**src/rtl/audio_pkg.sv**
```systemverilog
// Shared constants and types for the audio tone path.
package audio_pkg;

    localparam int unsigned PERIOD_WIDTH        = 24;
    localparam int unsigned VOLUME_WIDTH        = 4;
    localparam logic [VOLUME_WIDTH-1:0] VOLUME_MAX     = 4'd15;
    localparam int unsigned DEFAULT_HALF_PERIOD = 37878;
    localparam logic [VOLUME_WIDTH-1:0] VOLUME_DEFAULT = 4'd8;

    typedef logic [PERIOD_WIDTH-1:0] period_t;
    typedef logic [VOLUME_WIDTH-1:0] volume_t;

    // One-deep holding slot for a tone request waiting for its boundary.
    typedef struct packed {
        logic    valid;
        period_t period;
    } tone_slot_t;

    // What the divider does in a given cycle.
    typedef enum logic [1:0] {
        DivIdle,
        DivCount,
        DivEdge
    } div_step_t;

    // True on the last cycle of a running half-period.
    function automatic logic at_boundary(period_t count, period_t active);
        return (active != '0) && (count == active - period_t'(1));
    endfunction

endpackage

```
**src/rtl/volume_stepper.sv**
```systemverilog
// Saturating up/down volume counter driven by single-cycle pulses.
module volume_stepper
    import audio_pkg::*;
#(
    parameter logic [VOLUME_WIDTH-1:0] ResetValue = VOLUME_DEFAULT
) (
    input  logic                    clk_i,
    input  logic                    rst_ni,
    input  logic                    up_i,
    input  logic                    down_i,
    output logic [VOLUME_WIDTH-1:0] value_o
);

    volume_t value_q, value_d;

    // Step one unit toward the requested direction; simultaneous pulses cancel.
    always_comb begin
        value_d = value_q;
        if (up_i && !down_i && (value_q != VOLUME_MAX)) begin
            value_d = value_q + volume_t'(1);
        end else if (down_i && !up_i && (value_q != '0)) begin
            value_d = value_q - volume_t'(1);
        end
    end

    // Volume register.
    always_ff @(posedge clk_i or negedge rst_ni) begin
        if (!rst_ni) begin
            value_q <= ResetValue;
        end else begin
            value_q <= value_d;
        end
    end

    assign value_o = value_q;

endmodule

```
**src/rtl/square_wave_generator.sv**
```systemverilog
// Programmable square-wave tone source with glitch-free period updates and
// a saturating volume control for the AC97 controller.
module square_wave_generator #(
    parameter int unsigned DEFAULT_HALF_PERIOD = audio_pkg::DEFAULT_HALF_PERIOD,
    parameter logic [audio_pkg::VOLUME_WIDTH-1:0] VOLUME_DEFAULT = audio_pkg::VOLUME_DEFAULT
) (
    input  logic                              system_clock,
    input  logic                              system_reset_n,
    input  logic                              enable,
    input  logic [audio_pkg::PERIOD_WIDTH-1:0] tone_half_period,
    input  logic                              tone_valid,
    output logic                              tone_ready,
    input  logic                              volume_up,
    input  logic                              volume_down,
    output logic                              square_wave,
    output logic                              edge_strobe,
    output logic [audio_pkg::VOLUME_WIDTH-1:0] volume_control
);

    localparam audio_pkg::period_t ResetHalfPeriod =
        audio_pkg::period_t'(DEFAULT_HALF_PERIOD);

    audio_pkg::period_t    count_q, count_d;
    audio_pkg::period_t    active_q, active_d;
    audio_pkg::tone_slot_t slot_q, slot_d;
    logic                  ready_q, ready_d;
    logic                  wave_q, wave_d;
    logic                  strobe_q, strobe_d;

    audio_pkg::div_step_t  div_step;
    logic                  running;
    logic                  transfer;
    logic                  commit;

    // Classify the cycle: idle (silent or disabled), counting, or at a boundary.
    // A pending request commits at a boundary, or at once when there is none.
    always_comb begin
        running  = enable && (active_q != '0);
        if (!running) begin
            div_step = audio_pkg::DivIdle;
        end else if (audio_pkg::at_boundary(count_q, active_q)) begin
            div_step = audio_pkg::DivEdge;
        end else begin
            div_step = audio_pkg::DivCount;
        end
        transfer = tone_valid && ready_q;
        commit   = slot_q.valid && (div_step != audio_pkg::DivCount);
    end

    // Divider: count within the half-period, toggle at its end, park low when idle.
    always_comb begin
        count_d  = count_q;
        wave_d   = wave_q;
        strobe_d = 1'b0;
        unique case (div_step)
            audio_pkg::DivIdle: begin
                count_d = '0;
                if (wave_q) begin
                    wave_d   = 1'b0;
                    strobe_d = 1'b1;
                end
            end
            audio_pkg::DivEdge: begin
                count_d  = '0;
                wave_d   = !wave_q;
                strobe_d = 1'b1;
            end
            audio_pkg::DivCount: begin
                count_d = count_q + audio_pkg::period_t'(1);
            end
            default: begin
                count_d = '0;
            end
        endcase
    end

    // Pending slot and handshake. Commit and transfer never coincide because a
    // transfer needs an empty slot and a commit needs a full one.
    always_comb begin
        active_d = active_q;
        slot_d   = slot_q;
        if (commit) begin
            active_d     = slot_q.period;
            slot_d.valid = 1'b0;
        end
        if (transfer) begin
            slot_d.valid  = 1'b1;
            slot_d.period = tone_half_period;
        end
        ready_d = !slot_d.valid;
    end

    // Divider, slot and output registers.
    always_ff @(posedge system_clock or negedge system_reset_n) begin
        if (!system_reset_n) begin
            count_q  <= '0;
            active_q <= ResetHalfPeriod;
            slot_q   <= '0;
            ready_q  <= 1'b1;
            wave_q   <= 1'b0;
            strobe_q <= 1'b0;
        end else begin
            count_q  <= count_d;
            active_q <= active_d;
            slot_q   <= slot_d;
            ready_q  <= ready_d;
            wave_q   <= wave_d;
            strobe_q <= strobe_d;
        end
    end

    volume_stepper #(
        .ResetValue (VOLUME_DEFAULT)
    ) u_volume_stepper (
        .clk_i   (system_clock),
        .rst_ni  (system_reset_n),
        .up_i    (volume_up),
        .down_i  (volume_down),
        .value_o (volume_control)
    );

    assign tone_ready  = ready_q;
    assign square_wave = wave_q;
    assign edge_strobe = strobe_q;

endmodule

```
**config.mk**
```make
export PLATFORM = sky130hd
export DESIGN_NAME = square_wave_generator
export DESIGN_NICKNAME = d
export VERILOG_FILES = /design/src/rtl/audio_pkg.sv /design/src/rtl/volume_stepper.sv /design/src/rtl/square_wave_generator.sv
export SDC_FILE = /design/constraint.sdc
export NUM_CORES = 1
export LEC_CHECK = 0
export ABC_AREA = 0
export CORE_ASPECT_RATIO = 0.8
export CORE_MARGIN = 2
export CORE_UTILIZATION = 24
export DETAILED_ROUTE_END_ITERATION = 8
export GPL_TIMING_DRIVEN = 0
export HOLD_SLACK_MARGIN = 0.06
export PLACE_DENSITY = 0.37
export SYNTH_ARGS = -nofsm -noshare
export SYNTH_HDL_FRONTEND = slang
export SYNTH_HIERARCHICAL = 1
export SYNTH_SLANG_ARGS = --single-unit
```
**constraint.sdc**
```tcl
create_clock -name system_clock -period 3.5 [get_ports system_clock]
set_clock_uncertainty 0.2 [all_clocks]
set_input_delay 0.7 -clock system_clock [delete_from_list [all_inputs] [get_ports system_clock]]
set_output_delay 0.7 -clock system_clock [all_outputs]
set_load 0.02 [all_outputs]
```
# After elaboration in Yosys (flattened, before gate mapping)
# Index checks and enable logic that the tools add are counted.
[word_totals] reg_bits=80 in_bits=30 out_inout_bits=7 elab_cells=44
[op_classes] addsub=4 eq_ne=5 mux=10 reduce_logical=17
[ops] operator="$mux W25" count=1
[ops] operator="$add A24 B1 Y24 const B" count=1
[ops] operator="$eq A24 B24 Y1" count=1
[ops] operator="$mux W24" count=1
[ops] operator="$reduce_bool A24 Y1" count=1
[ops] operator="$sub A24 B1 Y24 const B" count=1
[ops] operator="$logic_and A1 B1 Y1" count=8
[ops] operator="$mux W4" count=2
[ops] operator="$add A4 B1 Y4 const B" count=1
[ops] operator="$logic_not A1 Y1" count=4
[ops] operator="$mux W2" count=2
[ops] operator="$ne A4 B4 Y1 const B" count=1
[ops] operator="$pmux W1 S2" count=2
[ops] operator="$reduce_bool A2 Y1" count=2
[ops] operator="$reduce_bool A4 Y1" count=1
[ops] operator="$sub A4 B1 Y4 const B" count=1
[ops] operator="$eq A2 B1 Y1 const B" count=1
[ops] operator="$eq A2 B2 Y1 const B" count=1
[ops] operator="$logic_not A2 Y1" count=1
[ops] operator="$mux W1" count=2
[ops] operator="$ne A2 B1 Y1 const B" count=1

# Logic depth before layout (Yosys ltp)
# Gate-level depths: netlist of the first run.
[depth] word_depth=10 depth_mapped=12 ltp_nobuf=10

# Hierarchy
# Netlist of the first run, hierarchy kept.
[modules_own_cells] mod="square_wave_generator" instances=1 cells_each=336 area_each_um2=3957.5 seq_area_each_um2=1915.6
[modules_own_cells] mod="volume_stepper" instances=1 cells_each=20 area_each_um2=257.7 seq_area_each_um2=101.3

# Least setup slack after synthesis of the first run
# No wires, ideal clock.
[synth_timing] path_kind="register -> register" start="reg active_q[17]" end="reg active_q[0]" setup_time_ps=125 arrival_ps=2706 required_ps=3175 slack_ps=468 path_stages_with_launch=10 n_path_buf=1 synth_period_minus_slack_ps=3032 cell_sequence="dfrtp_1 > or4_1 > or3_1 > xor2_1 > nand3_1 > a211o_1 > nor4_4 > o21ai_4 > buf_6 > mux2_4"
[synth_via] elab_chain_len=7 word_cells_on_any_way=9 cone_classes="1 x add/sub; 2 x eq/ne; 2 x mux; 4 x reduce/logical"
[synth_lines] element="start: declaration" line_no="square_wave_generator.sv:24" text="audio_pkg::period_t active_q, active_d;"
[synth_lines] element="start signal: assignment" line_no="square_wave_generator.sv:97" text="active_q <= ResetHalfPeriod;"
[synth_lines] element="start signal: assignment" line_no="square_wave_generator.sv:104" text="active_q <= active_d;"
[synth_lines] element="$sub A24 B1 Y24" line_no="audio_pkg.sv:28" text="return (active != '0) && (count == active - period_t'(1));"
[synth_lines] element="$eq A24 B24 Y1" line_no="audio_pkg.sv:28"
[synth_lines] element="$logic_and A1 B1 Y1" line_no="audio_pkg.sv:28"
[synth_lines] element="$mux W2" line_no="square_wave_generator.sv:41" text="end else if (audio_pkg::at_boundary(count_q, active_q)) begin"
[synth_lines] element="$mux W2 (*)" line_no="square_wave_generator.sv:39" text="if (!running) begin"
[synth_lines] element="$ne A2 B1 Y1 (*)" line_no="square_wave_generator.sv:47" text="commit = slot_q.valid && (div_step != audio_pkg::DivCount);"
[synth_lines] element="$logic_and A1 B1 Y1 (*)" line_no="square_wave_generator.sv:47"
# Mark *: on every way between the ends. The rest lies on a longest branch, timed or not.
# A chain may end at the register's enable or synchronous reset.

# Worst setup path after layout of the first run
[layout_timing] start="reg active_q[17]" end="reg active_q[11]"
# Same word-level chain as after synthesis.

==> impl_metrics.toml, run 1 <==
[grt]
grt_pass1_wl_mm = 15.6
use_met3 = 0.0293
antenna_found_initial = 0
grt_pass1_vias = 2841
grt.total_usage = 0.109
use_met2 = 0.158
grt_max_degree = 59
top_usage_layer = "met2"
gr-total-overflow = 0
use_met1 = 0.153

[setup_path]
cpMaxStageDelayCell = "or4_1"
path_class = "flop to flop"
worst_r2r_path_depth = 9
cp-end-kind = "flop"
cp_num_cells = 9
worstPathMaxFanout = 10
cp.required_ps = 3520
cp_cell_sequence = "or4_1 > or3_1 > xor2_1 > nand3_1 > a211o_1 > nor4_4 > o21ai_4 > buf_6 > mux2_4"
arrival_ps = 3380
cp.buffers_inverters = 1
slowest_delay_ps = 580
critPathLaunchType = "flop"
cp_top_family = "simple AND/OR/NAND/NOR gates"

[timing]
slew_headroom = 0.606
finalCriticalPeriod_ps = 3360
hold_viol_final = 0
slew_viol_final = 0
rsz0062_at_grt = "yes"
clock.fmax_mhz = 298
fin_crit_sh = 0.959
tightestPinTransition_ps = 591
worst_hold_slack_ps = 62.7
setup_viol = 0

[power_and_ir_drop]
irDropWorstVdd_v = 0.000321
p_leak_uw = 0.00216
power_density_nw_per_um2 = 649

[synth]
muxShareOfSynthArea = 0.164
synth.largest_area_cell = "dfrtp_1"
synth_cell_type_count = 49
synth_edf_count = 0
ys_top_cells_by_area = "dfrtp_1, dfstp_2, mux2_4"
syn_area_per_cell_um2 = 11.8
synth_fa_ha_area_frac = 0.0196
synth_top_family_by_area = "multiplexers"
yosysTopAreaCellShare = 0.404
yosysSeqAreaShare = 0.478
yosysMostFrequentCell = "dfrtp_1"
syn_nets = 392
synth_compound_area_frac = 0.0368
ys_ff_latch = 80
ys.flop_type = "dfrtp_1"
post_synth_inst_count = 356
ys_async_sr_fraction = 1.00
synth_top_cells_by_count = "dfrtp_1, nor2_1, xor2_1"
synth-simple-area-share = 0.156
synthXorXnorAreaFrac = 0.123
synth_area_um2 = 4220
yosysWarnings = 6

[clock_network]
cts.sinks = 80
holdBufCountCts = 0
htreeDepth = 3
clkTransAtPathRegs_ps = 60
cts_max_path_buffers = 2
cts_tree = "yes"
clk_latency_ps = 340
cts_inserted_buffers = 9
cts_root_buffer = "clkbuf_16"

[placement]
dp.cells = 618
numPortBuffers = 36
place_congestion = 0.800
hpwl_mm = 6.79

[final_layout]
drive_gt1_frac = 0.252
fillers = 1765
fin_nets = 447
area_growth_pct = 25.0
fin_cells = 641
antenna_cells = 0

[worst_hold_path]
min_path_type = "input port to async pin"

[die]
start_util = 0.244
core_um2 = 17300
die-height_um = 123
die_w_um = 152
pin_count = 37
fp.dieArea_um2 = 18600
num_rows = 43

[route]
wl_mm = 9.23
ant_nets = 0
drc = 0
vias_per_cell = 4.29
vias = 2751
avgRoutedWirePerCell_um = 14.4
drtIter0Drc = 117
drtPass1Iterations = 4

[job]
drv_cap = 0

[status]
status = "completed"
[stage by stage]
step | setup TNS [ps] | cell area, µm² | setup WS (ps) | power (µW) | utilization
floorplan | 0 | 4220 | 468 | 2150 | -
global placement | -122760 | 4860 | -1600 | 2460 | 0.281
detailed placement | -7740 | 4880 | -229 | 2470 | 0.283
CTS | 0 | 5200 | 39.9 | 3450 | 0.301
global route | -17.9 | 5270 | -11.5 | 3650 | 0.305
finish | 0 | 5270 | 142 | 3420 | 0.305
[layer usage]
layer  vias up  wire (µm)
met4         0        188
li1       1352          -
met2        38       3860
met1      1348       4830
met5         -          0
met3        13        350
[final timing paths]
| check | start | to | slack [ps] |
|---|---|---|---|
| min in group system_clock | slot_q[13]$_DFFE_PN0P_ | active_q[13]$_DFFE_PN0P_ | 290 |
| setup / recovery | active_q[17]$_DFFE_PN0P_ | active_q[11]$_DFFE_PN0P_ | 140 |
| setup reg to reg | active_q[17]$_DFFE_PN0P_ | active_q[11]$_DFFE_PN0P_ | 140 |
| hold / removal | system_reset_n | count_q[11]$_DFF_PN0_ | 60 |
| hold reg to reg | slot_q[13]$_DFFE_PN0P_ | active_q[13]$_DFFE_PN0P_ | 290 |
| max in group asynchronous | system_reset_n | tone_ready$_DFF_PN1_ | 2390 |
[layout make-up]
| cell class | instances | area (µm²) | area share |
|---|---|---|---|
| inverter | 6 | 22.5 | 0.00427 |
| buffer | 12 | 85.1 | 0.0161 |
| timing repair buffer | 44 | 438 | 0.0831 |
| multi-input combinational | 258 | 2130 | 0.404 |
| clock buffer | 11 | 233 | 0.0442 |
| tap | 225 | 282 | 0.0534 |
| sequential | 80 | 2020 | 0.384 |
| clock inverter | 5 | 57.6 | 0.0109 |
[worst reg2reg max path, delay by kind of cell, from the launching register on]
family          cells  cell delay, ps
mux                 1             300
flops               1             460
compound gates      2             500
simple gates        4            1410
xor+xnor            1             170
buf+inv             1             200
[cells in the final DEF, fill, tap and decap left out, types with 4 or more instances in the layout]
cell type / count
dfrtp_1: 65
nor2_1: 38
clkdlybuf4s50_1: 35
xor2_1: 30
xnor2_1: 29
mux2_2: 25
mux2_4: 20
nand3_1: 17
dfstp_2: 12
buf_4: 10
nor3_1: 9
clkbuf_16: 9
nand4_1: 8
nand2_1: 8
and3_1: 8
mux2_1: 7
inv_1: 6
clkbuf_1: 6
a21oi_1: 6
ha_1: 5
or3_1: 4
o21ai_1: 4
buf_6: 4
[report_power, final]
| part | internal (µW) | switching (µW) | total [µW] |
|---|---|---|---|
| Sequential | 1190 | 274 | 1460 |
| Clock | 551 | 376 | 927 |
| Combinational | 577 | 451 | 1030 |
| Total | 2320 | 1100 | 3420 |
[flip-flops by register name (all words and copies together) (netlist names)]
| signal | flops |
|---|---|
| tone_ready | 1 |
| active_q | 24 |
| edge_strobe | 1 |
| square_wave | 1 |
| count_q | 24 |
| u_volume_stepper/value_o | 4 |
| slot_q | 25 |
[kinds of logic (layout without fill, tap and decap cells)]
| logic type | Yosys count | count (layout) |
|---|---|---|
| compound gates | 22 | 22 |
| flops | 80 | 80 |
| xor+xnor | 59 | 59 |
| mux | 55 | 55 |
| fa+ha+maj | 6 | 6 |
| buf+inv | 18 | 78 |
| simple gates | 116 | 116 |
[what timing repair did]
| item | 4_1_cts | 5_1_grt |
|---|---|---|
| pin swaps | 0 | 2 |
| setup endpoints to repair | 43 | 40 |
| setup buffers | 3 | 4 |
| gates resized for setup | 1 | 12 |
(Power assumes the default switching activity.)
==> run 2, diff against run 1 <==
--- a/config.mk
+++ b/config.mk
@@ -6,6 +6,7 @@
 export NUM_CORES = 1
 export LEC_CHECK = 0
 export ABC_AREA = 0
+export ABC_CLOCK_PERIOD_IN_PS = 3500
 export CORE_ASPECT_RATIO = 0.8
 export CORE_MARGIN = 2
 export CORE_UTILIZATION = 24
==> results of run 2 <==
Same layout as run 1: the final DEF is identical, and so are final timing and power.
